==> src/rtl/audio_sequencer_pkg.sv <==
// Shared definitions for the audio sequencer: command word field positions and FSM states.
// The field layout is shared with the MMIO decoder and firmware headers.
package audio_sequencer_pkg;

    localparam int DLY_MSB = 31;
    localparam int DLY_LSB = 20;
    localparam int CH_MSB  = 19;
    localparam int CH_LSB  = 18;
    localparam int PV_BIT  = 17;
    localparam int VAL_MSB = 16;

    typedef enum logic [1:0] {
        S_IDLE  = 2'd0,
        S_FETCH = 2'd1,
        S_WAIT  = 2'd2,
        S_ISSUE = 2'd3
    } seq_state_t;

    function automatic logic [31:0] zext_value(input logic [31:0] cmd);
        return {15'b0, cmd[VAL_MSB:0]};
    endfunction

endpackage

==> src/rtl/audio_sequencer_sync_fifo.sv <==
// Single-clock FIFO holding queued note commands; clear empties it in one cycle.
// A push when full is accepted only if a pop frees a slot in the same cycle.
module sync_fifo #(
    parameter int WIDTH = 32,
    parameter int DEPTH = 16
) (
    input  logic                       clk,
    input  logic                       rst_n,
    input  logic                       clear,
    input  logic                       push,
    input  logic                       pop,
    input  logic [WIDTH-1:0]           wdata,
    output logic [WIDTH-1:0]           rdata,
    output logic                       full,
    output logic                       empty,
    output logic [$clog2(DEPTH):0]     count
);
    localparam int AW = $clog2(DEPTH);

    logic [WIDTH-1:0] mem [DEPTH];
    logic [AW-1:0]    wr_ptr;
    logic [AW-1:0]    rd_ptr;
    logic             do_push;
    logic             do_pop;

    assign full    = (count == (AW+1)'(DEPTH));
    assign empty   = (count == '0);
    assign rdata   = mem[rd_ptr];
    assign do_push = push && (!full || pop);
    assign do_pop  = pop && !empty;

    always_ff @(posedge clk) begin
        if (do_push && !clear) begin
            mem[wr_ptr] <= wdata;
        end
    end

    always_ff @(posedge clk or negedge rst_n) begin
        if (!rst_n) begin
            wr_ptr <= '0;
            rd_ptr <= '0;
            count  <= '0;
        end else if (clear) begin
            wr_ptr <= '0;
            rd_ptr <= '0;
            count  <= '0;
        end else begin
            if (do_push) wr_ptr <= wr_ptr + AW'(1);
            if (do_pop)  rd_ptr <= rd_ptr + AW'(1);
            case ({do_push, do_pop})
                2'b10:   count <= count + (AW+1)'(1);
                2'b01:   count <= count - (AW+1)'(1);
                default: count <= count;
            endcase
        end
    end

endmodule

==> src/rtl/audio_sequencer.sv <==
// Timed command scheduler and sole owner of the audio-unit write port.
// state | meaning
// IDLE  | nothing in flight, waiting for enable and a queued command
// FETCH | pop head of FIFO and latch its fields
// WAIT  | count delay ticks (frozen while enable=0)
// ISSUE | drive the latched command onto the audio-unit write port for one cycle
module audio_sequencer
    import audio_sequencer_pkg::*;
#(
    parameter int FIFO_DEPTH  = 16,
    parameter int TICK_DIV    = 50000,
    parameter int DELAY_WIDTH = 12
) (
    input  logic                          clk,
    input  logic                          rst_n,
    input  logic                          enable,
    input  logic                          flush,
    input  logic [31:0]                   cmd_wdata,
    input  logic                          cmd_push,
    output logic                          cmd_full,
    output logic [$clog2(FIFO_DEPTH):0]   fifo_count,
    output logic                          busy,
    output logic                          overflow,
    input  logic [1:0]                    cpu_channel_sel,
    input  logic                          cpu_pv_sel,
    input  logic [31:0]                   cpu_wdata,
    input  logic                          cpu_wenable,
    output logic                          cpu_wready,
    output logic [1:0]                    au_channel_sel,
    output logic                          au_pv_sel,
    output logic [31:0]                   au_wdata,
    output logic                          au_wenable
);
    localparam int TICK_W = (TICK_DIV > 1) ? $clog2(TICK_DIV) : 1;
    localparam logic [TICK_W-1:0] TICK_LAST = TICK_W'(TICK_DIV - 1);

    seq_state_t             state;
    logic [TICK_W-1:0]      tick_cnt;
    logic [DELAY_WIDTH-1:0] delay_cnt;
    logic [1:0]             cmd_ch;
    logic                   cmd_pv;
    logic [31:0]            cmd_value;

    logic [31:0]            fifo_rdata;
    logic                   fifo_empty;
    logic                   pop;
    logic                   issue_now;
    logic [DELAY_WIDTH-1:0] head_delay;

    assign pop        = (state == S_FETCH);
    assign head_delay = DELAY_WIDTH'(fifo_rdata[DLY_MSB:DLY_LSB]);
    assign busy       = (state != S_IDLE);
    // flush steals the ISSUE slot back for the CPU so no partial sequencer write leaks out
    assign issue_now  = (state == S_ISSUE) && !flush;
    assign cpu_wready = !issue_now;

    sync_fifo #(
        .WIDTH (32),
        .DEPTH (FIFO_DEPTH)
    ) u_fifo (
        .clk   (clk),
        .rst_n (rst_n),
        .clear (flush),
        .push  (cmd_push && !flush),
        .pop   (pop),
        .wdata (cmd_wdata),
        .rdata (fifo_rdata),
        .full  (cmd_full),
        .empty (fifo_empty),
        .count (fifo_count)
    );

    always_comb begin
        au_channel_sel = cpu_channel_sel;
        au_pv_sel      = cpu_pv_sel;
        au_wdata       = cpu_wdata;
        au_wenable     = cpu_wenable;
        if (issue_now) begin
            au_channel_sel = cmd_ch;
            au_pv_sel      = cmd_pv;
            au_wdata       = cmd_value;
            au_wenable     = 1'b1;
        end
    end

    always_ff @(posedge clk or negedge rst_n) begin
        if (!rst_n) begin
            state     <= S_IDLE;
            tick_cnt  <= '0;
            delay_cnt <= '0;
            cmd_ch    <= '0;
            cmd_pv    <= 1'b0;
            cmd_value <= '0;
            overflow  <= 1'b0;
        end else if (flush) begin
            state     <= S_IDLE;
            tick_cnt  <= '0;
            delay_cnt <= '0;
            cmd_ch    <= '0;
            cmd_pv    <= 1'b0;
            cmd_value <= '0;
            overflow  <= 1'b0;
        end else begin
            if (cmd_push && cmd_full && !pop) overflow <= 1'b1;
            case (state)
                S_IDLE: begin
                    if (enable && !fifo_empty) state <= S_FETCH;
                end
                S_FETCH: begin
                    cmd_ch    <= fifo_rdata[CH_MSB:CH_LSB];
                    cmd_pv    <= fifo_rdata[PV_BIT];
                    cmd_value <= zext_value(fifo_rdata);
                    tick_cnt  <= '0;
                    delay_cnt <= head_delay;
                    state     <= (head_delay == '0) ? S_ISSUE : S_WAIT;
                end
                S_WAIT: begin
                    if (enable) begin
                        if (tick_cnt == TICK_LAST) begin
                            tick_cnt  <= '0;
                            delay_cnt <= delay_cnt - DELAY_WIDTH'(1);
                            if (delay_cnt == DELAY_WIDTH'(1)) state <= S_ISSUE;
                        end else begin
                            tick_cnt <= tick_cnt + TICK_W'(1);
                        end
                    end
                end
                S_ISSUE: begin
                    state <= (enable && !fifo_empty) ? S_FETCH : S_IDLE;
                end
                default: state <= S_IDLE;
            endcase
        end
    end

endmodule

==> config.mk <==
export PLATFORM = sky130hd
export DESIGN_NAME = audio_sequencer
export DESIGN_NICKNAME = d
export VERILOG_FILES = /design/src/rtl/audio_sequencer_pkg.sv /design/src/rtl/audio_sequencer_sync_fifo.sv /design/src/rtl/audio_sequencer.sv
export SDC_FILE = /design/constraint.sdc
export NUM_CORES = 1
export LEC_CHECK = 0
export CORE_UTILIZATION = 60
export CTS_BUF_LIST = sky130_fd_sc_hd__clkbuf_16
export CTS_CLUSTER_DIAMETER = 60
export CTS_CLUSTER_SIZE = 30
export DETAILED_ROUTE_END_ITERATION = 10
export GPL_TIMING_DRIVEN = 0
export PLACE_DENSITY = 0.91
export SLEW_MARGIN = 20
export SYNTH_ARGS = -nofsm -noshare
export SYNTH_HDL_FRONTEND = slang
export SYNTH_SLANG_ARGS = --single-unit
==> constraint.sdc <==
create_clock -name clk -period 11.7 [get_ports clk]
set_input_delay 2.925 -clock clk [delete_from_list [all_inputs] [get_ports clk]]
set_output_delay 2.925 -clock clk [all_outputs]
set_load 0.01 [all_outputs]
# Word level (Yosys, flattened, before mapping)
# Memory sizes are Yosys's and may differ from the RTL's.
# Index checks and enable logic that the tools add are counted.
# classes
addsub,6
n_eq_ne,12
muxes,36
n_reduce_logical,27
# ops
operator,n
$mux 32,3
$mux 16,3
$mux 12,3
$pmux 16 s2,1
$pmux 12 s2,1
$add 16x1->16 const B,1
$eq 16x16->1 const B,1
$mux 2,8
$mux 4,4
$eq 12x1->1 const B,1
$logic_not 12->1,1
$ne 3x3->1 const B,4
$sub 12x1->12 const B,1
$mux 1,10
$pmux 5 s2,1
$reduce_bool 2->1,5
$add 4x1->4 const B,2
$logic_and 1x1->1,8
$pmux 2 s4,1
$eq 2x2->1 const B,3
$reduce_bool 3->1,2
$add 5x1->5 const B,1
$eq 5x5->1 const B,1
$logic_not 1->1,5
9 further kinds,10
# word_totals
register_bits,79
ram_bits,512
inputBits,73
output_inout_bits,45
memories,1
# mem_list
name,depth,width,read_ports,rd_clocked_by_memory_dff,wr,line_no,rtl
u_fifo.mem,16,32,1,0,1,audio_sequencer_sync_fifo.sv:20,logic [WIDTH-1:0] mem [DEPTH];

# Logic depth before layout (Yosys ltp)
# Gate-level depths: netlist of the first run.
# logic_depth
word_depth,7
ltp_mapped,12
ltp_nobuf,11

# By module
# Synthesis of the first run repeated with hierarchy kept, for this count alone.
# unflattened
hier_cells,1244
area_unflattened_um2,23258.6
# by_module_without_submodules
mod,instances,cells_each,area_each_um2,seq_area_each_um2
sync_fifo,1,901,20118.0,15700.1
audio_sequencer,1,343,3140.5,1276.2

# Least setup slack after synthesis of the first run
# No wires, ideal clock.
# synth_timing
path_type,input to output
start,input port flush
end,output port au_wdata[10]
arrival_ps,4315
t_required_ps,8775
path_slack_ps,4460
path_stages,5
path_cell_list,clkbuf_1 -> nor2b_1 -> clkbuf_1 -> clkbuf_1 -> mux2_2
# synth_between
elab_chain_len,3
# synth_lines
element,line_no,rtl
from (decl),audio_sequencer.sv:17,"input logic flush,"
$logic_not 1->1,audio_sequencer.sv:54,assign issue_now = (state == S_ISSUE) && !flush;
$logic_and 1x1->1,audio_sequencer.sv:54,
$mux 32,audio_sequencer.sv:78,if (issue_now) begin
to (decl),audio_sequencer.sv:31,"output logic [31:0] au_wdata,"
# No other way between the ends.

# Worst setup path in the final report of the first run
# layout_timing
start,input port flush
end,output port au_wdata[7]
# The elaborated chain is that of the path after synthesis.

==> summary.log, run 1 <==
qor: run_status.status finished, final reports clean
qor: clocking.tritoncts_num_sinks 576
qor: clocking.cts_setup_buffers 0
qor: clocking.cts.reportedPaths.clkPinSlew 90 ps
qor: setup_path.r2r_setup_slack 8030 ps
qor: route.route.detailed.drc 0
qor: clocking.cts_tree done
qor: global_route.largest_net_degree_at_the_start_of_global_routing 36
qor: timing.skew 35.0 ps
qor: timing.finalSetupTns 0 ps
qor: timing.fin_crit 9050 ps
qor: pwr.static-leakage-power 8.79 nW
qor: setup_path.worst_ep_arrival_time 6120 ps
qor: synthesis.post_synth_inst_count 1,199
qor: clocking.cts-buffers-inserted 34
qor: setup_path.setup.worst_path.end_class primary output
qor: setup_path.timing.critical_path.fanout_max 10
qor: layout.fin_nets 1,478
qor: timing.rsz0062_at_grt false
qor: clocking.clk_root_buffer_cell sky130_fd_sc_hd__clkbuf_16
qor: setup_path.required 8780 ps
qor: timing.final_min_period_over_clock_period 0.773
qor: clocking.ctsHoldBuffers 0
qor: synthesis.synth_sequential_area_ratio 0.728
qor: pwr.p_per_area 186 nW/µm²
qor: clocking.ctsResizeCount 0
qor: layout.layout.filler_cells 2,147
qor: min_path.min_path_type register to register
qor: timing.tightestPinTransition 1090 ps
qor: synthesis.synth_area 23,300 µm²
qor: route.avgViaCountPerCell 6.92
qor: setup_path.critical_path.startpoint_type primary input
qor: timing.finalSetupViolCount 0
qor: route.drt_first_iter_violations 1,907
qor: synthesis.synth_fp_nets 1,287
qor: setup_path.cpMostUsedCell sky130_fd_sc_hd__clkbuf_1
qor: global_route.total_grt_usage 0.318
qor: route.postRouteAntennaNets 0
qor: die.dieWidth 199 µm
qor: die.core-area 37,900 µm²
qor: timing.maxSlewHeadroom 0.275
qor: route.detail_route.wl_per_cell 31.7 µm
qor: die.io-pin-count 118
qor: clocking.count_of_h_tree_levels_built_during_cts 2
qor: synthesis.syn_warnings 0
qor: clocking.insertion_delay 560 ps
qor: setup_path.regToRegStartpoint state[1]
qor: synthesis.yosys_most_used_dff sky130_fd_sc_hd__edfxtp_1
qor: setup_path.critPathMaxStageDelay 610 ps
qor: layout.area_delta_synth_final 15.8%
qor: route.firstDrtPassIters 6
qor: global_route.number_of_antenna_violations_at_the_first_check_in_global_routing 3
qor: setup_path.r2r_end u_fifo.count[4]
qor: setup_path.cp_cell_sequence clkdlybuf4s50_1, clkbuf_1, nor2b_1, clkbuf_1, buf_8, clkbuf_1, mux2_2, clkdlybuf4s50_1
qor: die.die_area 39,700 µm²
qor: global_route.first_pass_grt_wire_length 87.5 mm
qor: setup_path.critical-path-slowest-cell sky130_fd_sc_hd__clkbuf_1
qor: die.initial_cell_density_of_the_core 0.615
qor: timing.fmax 111 MHz
qor: pwr.peakVddDrop 0.137 mV
qor: clocking.cts_buffer_depth 3
qor: synthesis.synth_edf_count 512
qor: timing.final_hold_vio_count 0
qor: layout.final_cells 1,930
qor: setup_path.critical_path_class primary input to primary output
qor: global_route.gr-total-overflow 0
qor: synthesis.avgSynthCellArea 19.5 µm²
qor: die.die-height 199 µm
qor: route.route.vias.total 13,361
qor: layout.final_layout_size_suffix_gt1_frac 0.214
qor: setup_path.critPathCapture au_wdata[7]
qor: timing.timing.hold.ws 510 ps
qor: placed_design.gpl.final_weighted_congestion 0.854
qor: die.row_count 71
qor: synthesis.async_flop_share 0.111
qor: synthesis.synth.lib_cells_used.distinct 59
qor: synthesis.synth.ff_latch_count 576
qor: setup_path.rr_worst_depth 12
qor: placed_design.placed_cells 1,865
qor: setup_path.critical_path.startpoint flush
qor: placed_design.hpwl 38.2 mm
qor: global_route.grt_pass1_vias 13,343
qor: placed_design.io_buffers 117
qor: route.drt-total-wl 61.1 mm
qor: timing.timing_max_transition_violations_final 0
qor: run.drv.max_cap_violation_count 0
-- cell type report --
| class | count | area [µm²] | share of cell area |
|---|---|---|---|
| diodes | 3 | 7.51 | 0.000278 |
| plain buffers | 61 | 297 | 0.0110 |
| clock buffers | 37 | 926 | 0.0343 |
| clock inverters | 25 | 265 | 0.00982 |
| inverters | 17 | 63.8 | 0.00236 |
| multi-input cells | 545 | 6050 | 0.224 |
| flip-flops and latches | 576 | 17000 | 0.629 |
| well taps | 511 | 639 | 0.0237 |
| repair buffers | 155 | 1780 | 0.0658 |
-- cell usage in the layout, fill, tap and decap left out, types with 9 or more instances in the layout --
master	Yosys	layout
sky130_fd_sc_hd__xor2_1	11	11
sky130_fd_sc_hd__nand4_1	10	10
sky130_fd_sc_hd__clkbuf_16	0	37
sky130_fd_sc_hd__a22oi_1	26	26
sky130_fd_sc_hd__inv_1	17	18
sky130_fd_sc_hd__buf_2	15	15
sky130_fd_sc_hd__clkdlybuf4s50_1	0	116
sky130_fd_sc_hd__buf_12	2	9
sky130_fd_sc_hd__nand2_1	49	49
sky130_fd_sc_hd__ha_1	15	15
sky130_fd_sc_hd__nand3_1	13	13
sky130_fd_sc_hd__mux4_2	135	135
sky130_fd_sc_hd__a21oi_1	11	11
sky130_fd_sc_hd__edfxtp_1	512	512
sky130_fd_sc_hd__mux2i_1	32	32
sky130_fd_sc_hd__o21ai_0	30	30
sky130_fd_sc_hd__dfrtp_1	64	64
sky130_fd_sc_hd__buf_4	2	16
sky130_fd_sc_hd__buf_16	0	10
sky130_fd_sc_hd__nor2_1	57	53
sky130_fd_sc_hd__nor2b_1	21	21
sky130_fd_sc_hd__mux2_2	20	20
sky130_fd_sc_hd__mux4_1	11	11
sky130_fd_sc_hd__clkbuf_1	33	32
-- synth_stat cells, drive strengths merged, types with 4 or more instances --
library cell    n  area [µm²]
nand2b          8        50.1
mux4          146        3330
nand4          10        62.6
mux2i          32         320
nor2b          21         131
xnor2           5        43.8
o31ai           8        60.1
a22oi          26         195
and3            6        37.5
buf            28         171
and2           11        68.8
a31oi           4        25.0
nand2          49         184
xor2           11        96.3
ha             15         188
edfxtp        512       15400
inv            17        63.8
mux2           20         225
a22o            4        35.0
o21ai          32         160
nor4            7        56.3
nor2           57         214
nor3           12        60.1
clkbuf         33         124
or2             4        25.0
nand3          13        65.1
a21oi          11        55.1
dfrtp          64        1600
-- how the worst min path moves through the flow --
stage	from	slack, ps	end	cells after the start
after floorplan	tick_cnt[6]	460	tick_cnt[6]	1
after global placement	tick_cnt[6]	470	tick_cnt[6]	1
after detailed placement	overflow	490	overflow	1
after CTS	overflow	510	overflow	1
after global routing	overflow	540	overflow	1
final	overflow	510	overflow	1
-- flip-flops by register name, indices dropped and copies added, names as in the netlist --
register and count:
cmd_ch 2, tick_cnt 16, delay_cnt 12, cmd_pv 1, overflow 1, u_fifo.count 5, state 2, u_fifo.rd_ptr 4
cmd_value 17, u_fifo.mem 512, u_fifo.wr_ptr 4
-- metal layers --
metal	share of wire	up-vias	GRT usage	wire length (µm)
met2	0.50	1146	0.530	30600
met4	0.048	0	0.153	2940
li1	-	5269	-	-
met1	0.33	6714	0.398	20500
met3	0.12	232	0.0692	7100
met5	0	-	0	0
-- logic make-up (layout without fill, tap and decap cells) --
kind of cell               count (synthesis)  count (layout)  share of synthesized area
muxes                                    198             198                      0.166
xor gates and xnor gates                  16              16                    0.00601
AOI/OAI and AO/OA                        105             105                     0.0311
other                                      0               3                          0
adders and majority gates                 15              15                    0.00805
and+or+nand+nor                          211             211                     0.0455
buffers and inverters                     78             295                     0.0154
DFF                                      576             576                      0.728
-- power by group --
part	switching [mW]	total, mW	internal (mW)
Combinational	0.688	1.27	0.584
Sequential	0.0710	2.39	2.32
Clock	0.708	1.36	0.648
Total	1.47	5.02	3.55
-- critical path: cells and delay by family --
kind | cells | cell delay [ps]
simple gates | 1 | 180
buf+inv | 6 | 2570
mux | 1 | 440
-- per-stage QoR --
stage          cell area (µm²)  power (mW)  setup slack [ps]  utilization
2_1_floorplan            23300        3.26              4460            -
3_3_place_gp             25100        3.56              2050        0.663
4_1_cts                  27000        5.00              2680        0.712
5_1_grt                  27000        5.16              2530        0.712
6_report                 27000        5.02              2650        0.712
3_5_place_dp             25800        3.65              2710        0.680
Note: power is estimated with default switching activity, not from simulation.
==> run 2, diff against run 1 <==
--- a/config.mk
+++ b/config.mk
@@ -5,13 +5,13 @@
 export SDC_FILE = /design/constraint.sdc
 export NUM_CORES = 1
 export LEC_CHECK = 0
-export CORE_UTILIZATION = 60
+export CORE_UTILIZATION = 54
 export CTS_BUF_LIST = sky130_fd_sc_hd__clkbuf_16
 export CTS_CLUSTER_DIAMETER = 60
 export CTS_CLUSTER_SIZE = 30
 export DETAILED_ROUTE_END_ITERATION = 10
 export GPL_TIMING_DRIVEN = 0
-export PLACE_DENSITY = 0.91
+export PLACE_DENSITY = 0.87
 export SLEW_MARGIN = 20
 export SYNTH_ARGS = -nofsm -noshare
 export SYNTH_HDL_FRONTEND = slang
==> constraint.sdc (replaced) <==
create_clock -name clk -period 8.3 [get_ports clk]
set_input_delay 2.075 -clock clk [delete_from_list [all_inputs] [get_ports clk]]
set_output_delay 2.075 -clock clk [all_outputs]
set_load 0.01 [all_outputs]
==> run 2 against run 1 <==
Net effect:
- global-route usage decreased by 4.5 points
- largest power group unchanged
- wire length decreased by 3.6%
- highest routed layer is now met5
- first-iteration DRC count decreased by 11%
==> summary.log, run 2 (synthesized netlist as in run 1, its figures left out) <==
qor: run_status.status finished, final reports clean [unchanged]
qor: global_route.grtUsageMet3 0.0619 [was 0.0692]
qor: route.route.detailed.drc 0 [unchanged]
qor: route.postRouteAntennaNets 0 [unchanged]
qor: timing.rsz0062_at_grt false [unchanged]
qor: global_route.grt.met2_usage 0.453 [was 0.530]
qor: layout.largestRegisters u_fifo.mem: 512 flops, cmd_value: 17 flops, tick_cnt: 16 flops [unchanged]
qor: timing.tightestPinTransition 1120 ps [was 1090 ps]
qor: die.io-pin-count 118 [unchanged]
qor: min_path.min_path_type register to register [unchanged]
qor: timing.finalSetupViolCount 0 [unchanged]
qor: route.avgViaCountPerCell 6.74 [was 6.92]
qor: clocking.cts.reportedPaths.clkPinSlew 70 ps [was 90 ps]
qor: global_route.largest_net_degree_at_the_start_of_global_routing 34 [was 36]
qor: die.row_count 75 [was 71]
qor: pwr.static-leakage-power 8.74 nW [was 8.79 nW]
qor: route.drt-total-wl 58.9 mm [was 61.1 mm]
qor: placed_design.placed_cells 1,888 [was 1,865]
qor: clocking.tritoncts_num_sinks 576 [unchanged]
qor: global_route.grt_pass1_vias 13,204 [was 13,343]
qor: pwr.p_per_area 261 nW/µm² [was 186 nW/µm²]
qor: clocking.cts_tree done [unchanged]
qor: setup_path.worst_ep_arrival_time 5280 ps [was 6120 ps]
qor: min_path.timing.hold.worst.start overflow [unchanged]
qor: route.route.vias.total 13,172 [was 13,361]
qor: setup_path.critical_path.startpoint flush [unchanged]
qor: route.firstDrtPassIters 6 [unchanged]
qor: layout.area_delta_synth_final 15.2% [was 15.8%]
qor: pwr.total_power 7.02 mW [was 5.02 mW]
qor: setup_path.required 6230 ps [was 8780 ps]
qor: clocking.ctsResizeCount 0 [unchanged]
qor: timing.timing_max_transition_violations_final 0 [unchanged]
qor: pwr.peakVddDrop 0.179 mV [was 0.137 mV]
qor: setup_path.critical_path_class primary input to primary output [unchanged]
qor: route.drt_first_iter_violations 1,703 [was 1,907]
qor: clocking.cts-buffers-inserted 34 [unchanged]
qor: setup_path.r2r_setup_slack 4550 ps [was 8030 ps]
qor: layout.layout.cells.most_common_list sky130_fd_sc_hd__edfxtp_1, sky130_fd_sc_hd__mux4_2, sky130_fd_sc_hd__clkdlybuf4s50_1 [unchanged]
qor: run.drv.max_cap_violation_count 0 [unchanged]
qor: timing.skew 41.6 ps [was 35.0 ps]
qor: timing.maxSlewHeadroom 0.254 [was 0.275]
qor: clocking.cts_setup_buffers 0 [unchanged]
qor: die.die_area 44,000 µm² [was 39,700 µm²]
qor: die.initial_cell_density_of_the_core 0.552 [was 0.615]
qor: timing.fin_crit 7360 ps
qor: setup_path.regToRegStartpoint state[1] [unchanged]
qor: layout.top_register_by_number_of_flip_flops u_fifo.mem [unchanged]
qor: layout.final_layout_size_suffix_gt1_frac 0.210 [was 0.214]
qor: die.dieWidth 210 µm [was 199 µm]
qor: timing.final_hold_vio_count 0 [unchanged]
qor: global_route.gr-total-overflow 0 [unchanged]
qor: clocking.cts_buffer_depth 3 [unchanged]
qor: placed_design.gpl.final_weighted_congestion 0.876 [was 0.854]
qor: clocking.ctsHoldBuffers 0 [unchanged]
qor: setup_path.timing.critical_path.fanout_max 10 [unchanged]
qor: placed_design.hpwl 35.9 mm [was 38.2 mm]
qor: layout.final_cells 1,953 [was 1,930]
qor: timing.fmax 136 MHz
qor: die.die-height 210 µm [was 199 µm]
qor: layout.layout.cells.most_common sky130_fd_sc_hd__edfxtp_1 [unchanged]
qor: global_route.grt_use_met1 0.346 [was 0.398]
qor: setup_path.setup.worst_path.end_class primary output [unchanged]
qor: placed_design.io_buffers 117 [unchanged]
qor: timing.final_min_period_over_clock_period 0.887
qor: global_route.total_grt_usage 0.272 [was 0.318]
qor: layout.fin_nets 1,473 [was 1,478]
qor: clocking.insertion_delay 570 ps [was 560 ps]
qor: route.detail_route.wl_per_cell 30.2 µm [was 31.7 µm]
qor: global_route.most_used_layer_global_route met2 [unchanged]
qor: global_route.number_of_antenna_violations_at_the_first_check_in_global_routing 4 [was 3]
qor: setup_path.critical_path.startpoint_type primary input [unchanged]
qor: layout.largest_register_ff_count 512 [unchanged]
qor: clocking.count_of_h_tree_levels_built_during_cts 2 [unchanged]
qor: die.core-area 42,200 µm² [was 37,900 µm²]
qor: clocking.clk_root_buffer_cell sky130_fd_sc_hd__clkbuf_16 [unchanged]
qor: layout.final_core_utilization 0.636 [was 0.712]
qor: global_route.first_pass_grt_wire_length 85.9 mm [was 87.5 mm]
-- run 2: cell count changes in the layout (fill, tap and decap cells not counted), moves of 2 or more --
cell | before | now
sky130_fd_sc_hd__buf_6 | 8 | 1
sky130_fd_sc_hd__buf_4 | 16 | 22
sky130_fd_sc_hd__buf_16 | 10 | 5
sky130_fd_sc_hd__clkinv_4 | 5 | 2
sky130_fd_sc_hd__buf_12 | 9 | 11
sky130_fd_sc_hd__inv_1 | 18 | 20
sky130_fd_sc_hd__inv_6 | 4 | 6
-- run 2: critical path, cell delays in order --
cell	delay, ps
sky130_fd_sc_hd__clkdlybuf4s50_1	430
sky130_fd_sc_hd__clkbuf_1	260
sky130_fd_sc_hd__nor2b_1	170
sky130_fd_sc_hd__clkbuf_1	780
sky130_fd_sc_hd__clkbuf_1	630
sky130_fd_sc_hd__mux2_2	420
sky130_fd_sc_hd__clkdlybuf4s50_1	500
-- run 2: worst paths after layout --
| kind | end | cells after the start |
|---|---|---|
| worst max-delay path | au_wdata[4] | 7 |
| worst min-delay path | overflow | 1 |
| worst max register to register | u_fifo.mem[4][29] | 10 |
| worst min register to register | overflow | 1 |
| max in group asynchronous | delay_cnt[8] | 2 |
| min in group asynchronous | u_fifo.count[4] | 1 |
-- run 2: routing by layer --
metal	vias up	routed length, µm
met1	6697	20600
li1	5247	-
met3	181	6520
met2	1045	29500
met5	-	13
met4	2	2310
-- run 2: layout make-up --
class / instances / area, µm²
Timing Repair Buffer: 150 / 1630
Fill cell: 2733 / 15400
Sequential cell: 576 / 17000
Multi-Input combinational cell: 545 / 6050
Inverter: 17 / 63.8
Clock buffer: 37 / 926
Buffer: 61 / 297
Antenna cell: 3 / 7.51
Tap cell: 539 / 674
Clock inverter: 25 / 250
-- run 2: per-stage QoR --
| stage | instance area, µm² | TNS [ps] | setup WS [ps] | hold WS (ps) |
|---|---|---|---|---|
| 3_5_place_dp | 25700 | 0 | 925 | 489 |
| 2_1_floorplan | 23300 | 0 | 2760 | 455 |
| 4_1_cts | 26900 | 0 | 878 | 504 |
| 3_3_place_gp | 25200 | -45210 | -384 | 479 |
| 5_1_grt | 26900 | 0 | 755 | 531 |
| 6_report | 26900 | 0 | 942 | 509 |
-- run 2: where the power goes --
part           total [mW]  switching, mW  internal (mW)
sequential           3.36         0.0969           3.26
combinational        1.77          0.946          0.821
clock                1.89           1.00          0.889
total                7.02           2.04           4.97
